`src/rtl/pipe_pkg.sv`:
```
// Shared pipeline definitions: register width, MDU latencies, Tuse/Tnew encodings
// and the register-dependency hazard check used by the stall controller.
package pipe_pkg;

  localparam int REG_W       = 5;
  localparam int MULT_CYC_DEF = 5;
  localparam int DIV_CYC_DEF  = 10;

  localparam logic [1:0] TUSE_NONE = 2'd3;

  // Tnew as produced by the decoder: cycles until the result is forwardable.
  typedef enum logic [1:0] {
    TNEW_0 = 2'd0,
    TNEW_1 = 2'd1,
    TNEW_2 = 2'd2,
    TNEW_3 = 2'd3
  } tnew_e;

  // A source read in D conflicts with a producer if the producer's result
  // arrives later than the consumer needs it; $zero and unused operands never do.
  function automatic logic dep_hazard(input logic [REG_W-1:0] src,
                                      input logic [1:0]       tuse,
                                      input logic [REG_W-1:0] dst,
                                      input tnew_e            tnew);
    return (src != '0) && (tuse != TUSE_NONE) && (src == dst) && (tuse < 2'(tnew));
  endfunction

endpackage

```
`src/rtl/md_busy_counter.sv`:
```
// Multiply/divide occupancy counter: loads on an MDU start in E, counts down,
// holds while the pipeline is frozen, and reports md_busy.
module md_busy_counter
  import pipe_pkg::*;
#(
  parameter int MULT_CYC = MULT_CYC_DEF,
  parameter int DIV_CYC  = DIV_CYC_DEF
) (
  input  logic clk,
  input  logic reset,
  input  logic md_start_E,
  input  logic md_div_E,
  input  logic freeze,
  output logic md_busy
);

  localparam int CW = $clog2(DIV_CYC + 1);

  logic [CW-1:0] md_cnt_q, md_cnt_d;

  // A start while the unit is already counting is ignored, not a reload.
  always_comb begin
    md_cnt_d = md_cnt_q;
    if (!freeze) begin
      if (md_start_E && (md_cnt_q == '0)) begin
        md_cnt_d = md_div_E ? CW'(DIV_CYC) : CW'(MULT_CYC);
      end else if (md_cnt_q != '0) begin
        md_cnt_d = md_cnt_q - CW'(1);
      end
    end
  end

  always_ff @(posedge clk) begin
    if (!reset) md_cnt_q <= '0;
    else        md_cnt_q <= md_cnt_d;
  end

  assign md_busy = reset & (md_start_E | (md_cnt_q != '0));

endmodule

```
`src/rtl/stall_ctrl.sv`:
```
// Five-stage pipeline hazard/stall controller: stage load enables, D/E flush,
// MDU busy tracking and a saturating stall-cycle counter.
module stall_ctrl
  import pipe_pkg::*;
#(
  parameter int MULT_CYC = MULT_CYC_DEF,
  parameter int DIV_CYC  = DIV_CYC_DEF,
  parameter int CNT_W    = 32
) (
  input  logic             clk,
  input  logic             reset,
  input  logic [REG_W-1:0] rs_D,
  input  logic [REG_W-1:0] rt_D,
  input  logic [1:0]       tuse_rs_D,
  input  logic [1:0]       tuse_rt_D,
  input  logic             md_D,
  input  logic [REG_W-1:0] dst_E,
  input  logic [REG_W-1:0] dst_M,
  input  logic [1:0]       tnew_E,
  input  logic [1:0]       tnew_M,
  input  logic             md_start_E,
  input  logic             md_div_E,
  input  logic             freeze,
  output logic             en_PC,
  output logic             en_FD,
  output logic             en_DE,
  output logic             en_EM,
  output logic             en_MW,
  output logic             flush_DE,
  output logic             md_busy,
  output logic [CNT_W-1:0] stall_cnt
);

  function automatic logic [CNT_W-1:0] sat_inc(input logic [CNT_W-1:0] v);
    return (v == '1) ? v : v + CNT_W'(1);
  endfunction

  logic stall_rs, stall_rt, stall_md, stall_D;
  logic [CNT_W-1:0] stall_cnt_q, stall_cnt_d;

  md_busy_counter #(
    .MULT_CYC (MULT_CYC),
    .DIV_CYC  (DIV_CYC)
  ) u_md_busy (
    .clk        (clk),
    .reset      (reset),
    .md_start_E (md_start_E),
    .md_div_E   (md_div_E),
    .freeze     (freeze),
    .md_busy    (md_busy)
  );

  assign stall_rs = dep_hazard(rs_D, tuse_rs_D, dst_E, tnew_e'(tnew_E)) |
                    dep_hazard(rs_D, tuse_rs_D, dst_M, tnew_e'(tnew_M));
  assign stall_rt = dep_hazard(rt_D, tuse_rt_D, dst_E, tnew_e'(tnew_E)) |
                    dep_hazard(rt_D, tuse_rt_D, dst_M, tnew_e'(tnew_M));
  assign stall_md = md_D & md_busy;
  assign stall_D  = stall_rs | stall_rt | stall_md;

  // Reset forces a free-running pipeline; freeze outranks any stall.
  always_comb begin
    en_PC    = 1'b1;
    en_FD    = 1'b1;
    en_DE    = 1'b1;
    en_EM    = 1'b1;
    en_MW    = 1'b1;
    flush_DE = 1'b0;
    if (reset) begin
      if (freeze) begin
        en_PC = 1'b0;
        en_FD = 1'b0;
        en_DE = 1'b0;
        en_EM = 1'b0;
        en_MW = 1'b0;
      end else begin
        en_PC    = ~stall_D;
        en_FD    = ~stall_D;
        flush_DE = stall_D;
      end
    end
  end

  always_comb begin
    stall_cnt_d = stall_cnt_q;
    if (!freeze && stall_D) stall_cnt_d = sat_inc(stall_cnt_q);
  end

  always_ff @(posedge clk) begin
    if (!reset) stall_cnt_q <= '0;
    else        stall_cnt_q <= stall_cnt_d;
  end

  assign stall_cnt = stall_cnt_q;

endmodule

```
`config.mk`:
```
export PLATFORM = sky130hd
export DESIGN_NAME = stall_ctrl
export DESIGN_NICKNAME = d
export VERILOG_FILES = /design/src/rtl/pipe_pkg.sv /design/src/rtl/md_busy_counter.sv /design/src/rtl/stall_ctrl.sv
export SDC_FILE = /design/constraint.sdc
export NUM_CORES = 1
export LEC_CHECK = 0
export ABC_CLOCK_PERIOD_IN_PS = 4300
export CORE_UTILIZATION = 35
export CTS_CLUSTER_DIAMETER = 60
export CTS_CLUSTER_SIZE = 16
export DETAILED_ROUTE_END_ITERATION = 10
export GPL_ROUTABILITY_DRIVEN = 0
export PLACE_DENSITY = 0.61
export SETUP_SLACK_MARGIN = 0.15
export SLEW_MARGIN = 20
export SYNTH_ARGS = -nofsm -noshare
export SYNTH_HDL_FRONTEND = slang
export SYNTH_SLANG_ARGS = --single-unit
```
`constraint.sdc`:
```
create_clock -name clk -period 4.3 [get_ports clk]
set_input_delay 1.075 -clock clk [delete_from_list [all_inputs] [get_ports clk]]
set_output_delay 1.075 -clock clk [all_outputs]
set_load 0.01 [all_outputs]
```
==> key figures <==
Clocking
  • Clock tree root buffer cell: sky130_fd_sc_hd__clkbuf_8
  • Number of buffers on the longest clock path: 2
  • CTS buffer count: 5
  • Hold_buf cts: 0
  • Clock tree from TritonCTS: yes
  • Number of clock sinks: 36
  • CTS clk-pin slew, worst paths: around 0.060 ns
  • Number of H-tree levels: 2
  • Clk Latency, worst-skew pair: between 0.2 and 0.3 ns

Pwr
  • Leakage power summed over all cells: approximately 1.2 nW
  • VDD IR max: around 0.16 mV
  • Pwr per Cell Area: 225 nW/um2

Placed design
  • Number of cells in the design after placement: between 400 and 500
  • Instance area after placement: 3200 um2
  • Count of input and output buffers: 72
  • HPWL after detailed placement: approximately 4800 um

Critical path
  • CP Capture Type: output pin
  • Startpoint class of the critical path: input port
  • Critical-path maximum fanout: 2
  • CP Class: input port to output pin
  • CP arrival: ~3.0 ns
  • Required time reported for the critical path endpoint: about 3.2 ns

Global routing
  • Maximum number of pins on one net before global-route repair: between 60 and 70
  • Total Routing Usage GR: between 15 and 20%
  • Via count of the first global-routing pass: about 2,400
  • Wire length of the first global-routing pass: 11,300 um
  • Antenna violations before repair: 0
  • Aggregate global routing overflow: 0

Timing
  • Count of final hold-check violations: 0
  • Highest attainable clock frequency: between 200 and 250 MHz
  • Setup Viol. Count Final: 0
  • Time the worst path needs with I/O delays and setup: 4.06 ns
  • Fraction of the cycle the final worst path needs: about 94%
  • Total Neg Setup Slack: 0 ns
  • Worst clock skew on the final layout: between 0.01 and 0.015 ns
  • Setup repair after global routing missed its margin: false
  • Rel. slew slack: approximately three fifths
  • Worst-Margin Slew: a little over 0.6 ns
  • Slew Viols, Final: 0

Finish
  • Finished Core Util: a little over half
  • Number of inserted diodes: 0
  • Final Non-Filler Cells: between 400 and 500
  • Net count, final: roughly 420
  • Final Cell Area: 3430 um2
  • Layout cell share with drive strength beyond 1: approximately an eighth
  • Area growth syn-to-layout: 49.1%

Synthesis
  • FF+latch count, synth: 36
  • Syn_area_per_cell: a little under 8 um2
  • Sequential cell area fraction in the yosys report: a little under a third
  • Instance count of the mapped netlist: 292
  • Ys Warns: 0
  • Nets in the synthesized netlist: 333
  • Yosys cell types: 38
  • Cell area after synthesis: 2300 um2

Detailed routing
  • Number of vias after detailed routing: between 2,000 and 3,000
  • Iteration count of the initial detailed-routing pass: 4
  • Detail-routed net length per standard cell: 14.6 um
  • Vias per cell: between 5 and 6
  • Wire length after detailed routing: about 6600 um
  • Number of DRC markers in iteration 0: ~110
  • DRC violations left: 0
  • Remaining number of nets flagged by the antenna check after routing: 0

Worst hold path
  • Worst min-delay path class: register to register

Floorplan
  • Effective utilization at floorplan: a little over a third
  • Vert. Die Dim: 83.0 um
  • IO Count: 73
  • Core Footprint: around 6300 um2
  • Horizontal die dimension: 83.0 um
  • Full die area: about 7000 um2
  • Number of core rows: 29

Run
  • Maxcap violations: 0

Run status
  • Run status: complete, no violations
## where the power goes
group	internal [mW]	total, mW	switching (mW)
logic	0.0932	0.182	0.0890
clock network	0.116	0.239	0.123
registers	0.341	0.350	0.00891
## stage by stage
stage	power, mW	setup WS (ns)	hold slack, ns
after floorplan	0.442	0.469	0.459
after global placement	0.522	-0.247	0.480
after detailed placement	0.524	-0.315	0.482
after CTS	0.773	0.162	0.491
after global routing	0.815	0.154	0.511
final	0.771	0.239	0.492
## area by class of cell
type                            instances  area [um2]
Fill cell                             594        2920
Multi-Input combinational cell        232        1590
Clock inverter                          1        8.76
Clock buffer                            7        76.3
Inverter                                7        26.3
Sequential cell                        36         721
Timing Repair Buffer                   96         911
Tap cell                               77        96.3
## layer usage
metal	share of wire (%)	wire [um]	vias up	global-route usage, %
met5	0	0	-	0
met4	2.1	140	0	7.21
met3	5.1	341	10	4.08
met2	48	3220	75	32.3
met1	44	2940	1166	25.7
li1	-	-	1269	-
## kinds of logic (layout without fill, tap and decap cells)
family | after synthesis | after routing | synth area share [%]
compound gates | 82 | 82 | 21.6
xor+xnor | 20 | 20 | 7.62
fa+ha+maj | 7 | 7 | 3.81
buf+inv | 24 | 111 | 4.79
flops | 36 | 36 | 31.4
mux | 2 | 2 | 0.871
simple gates | 121 | 121 | 29.9
## critical path: stages
cell and delay (ns):
sky130_fd_sc_hd__clkdlybuf4s50_1 0.41, sky130_fd_sc_hd__or4_1 0.53, sky130_fd_sc_hd__o21ai_1 0.14, sky130_fd_sc_hd__o21ai_1 0.09, sky130_fd_sc_hd__buf_4 0.15, sky130_fd_sc_hd__o31ai_2 0.20
sky130_fd_sc_hd__buf_4 0.16, sky130_fd_sc_hd__clkdlybuf4s15_1 0.23
## placed cells by master (no fill, tap or decap), drive strengths merged
cell type	instances
a22oi	1
and3b	1
and4	4
o21a	3
nor4	6
clkbuf	8
a211oi	2
nor4b	1
o21bai	1
nor3	3
a221oi	1
nand4	13
xnor2	6
buf	25
o31a	3
and3	6
clkdlybuf4s15	2
a311oi	1
clkinv	1
nand3	16
clkdlybuf4s50	57
dlygate4sd2	2
or4	10
ha	7
dlymetal6s2s	9
o31ai	9
a21oi	31
and2	1
nand2b	7
a2111oi	2
nor2	9
inv	7
mux2i	2
or3	24
nand2	20
xor2	14
o211ai	1
o21ai	27
dfxtp	36
## worst paths after layout
check                              from               endpoint  slack (ns)  depth (start not counted)
setup / recovery                rt_D[1]                  en_FD        0.24                          8
hold / removal    u_md_busy.md_cnt_q[1]  u_md_busy.md_cnt_q[1]        0.49                          2
setup reg to reg           stall_cnt[0]          stall_cnt[12]        1.74                          6
hold reg to reg   u_md_busy.md_cnt_q[1]  u_md_busy.md_cnt_q[1]        0.49                          2
## registers in the layout (all words and copies together) (netlist names)
name                count
stall_cnt              32
u_md_busy.md_cnt_q      4
## Yosys cell counts, drive strengths merged
cell type | count | share of area, %
buf | 5 | 1.7
o21a | 3 | 0.98
ha | 7 | 3.8
o31ai | 9 | 2.9
or4 | 10 | 3.3
nor4 | 6 | 1.6
nor4b | 1 | 0.38
inv | 7 | 1.1
a221oi | 1 | 0.65
xor2 | 14 | 5.3
dfxtp | 36 | 31
xnor2 | 6 | 2.3
and4 | 4 | 1.5
a211oi | 2 | 0.65
o31a | 3 | 1.1
o21ai | 27 | 5.9
nand2 | 20 | 3.3
and3b | 1 | 0.38
nand2b | 7 | 1.9
o21bai | 1 | 0.49
mux2i | 2 | 0.87
or3 | 24 | 6.5
a22oi | 1 | 0.33
nand4 | 13 | 3.5
clkbuf | 12 | 2.0
nand3 | 16 | 3.5
a21oi | 31 | 6.8
a311oi | 1 | 0.38
a2111oi | 2 | 1.1
and2 | 1 | 0.27
o211ai | 1 | 0.33
nor3 | 3 | 0.65
nor2 | 9 | 1.5
and3 | 6 | 1.6
## repair_timing
action                     4_1_cts  5_1_grt
setup endpoints to repair        3        3
pin swaps                        8        5
setup buffers                    2        1
hold endpoints to repair         0        0
gates resized for setup         18       20
Power figures use the tool's default switching activity.
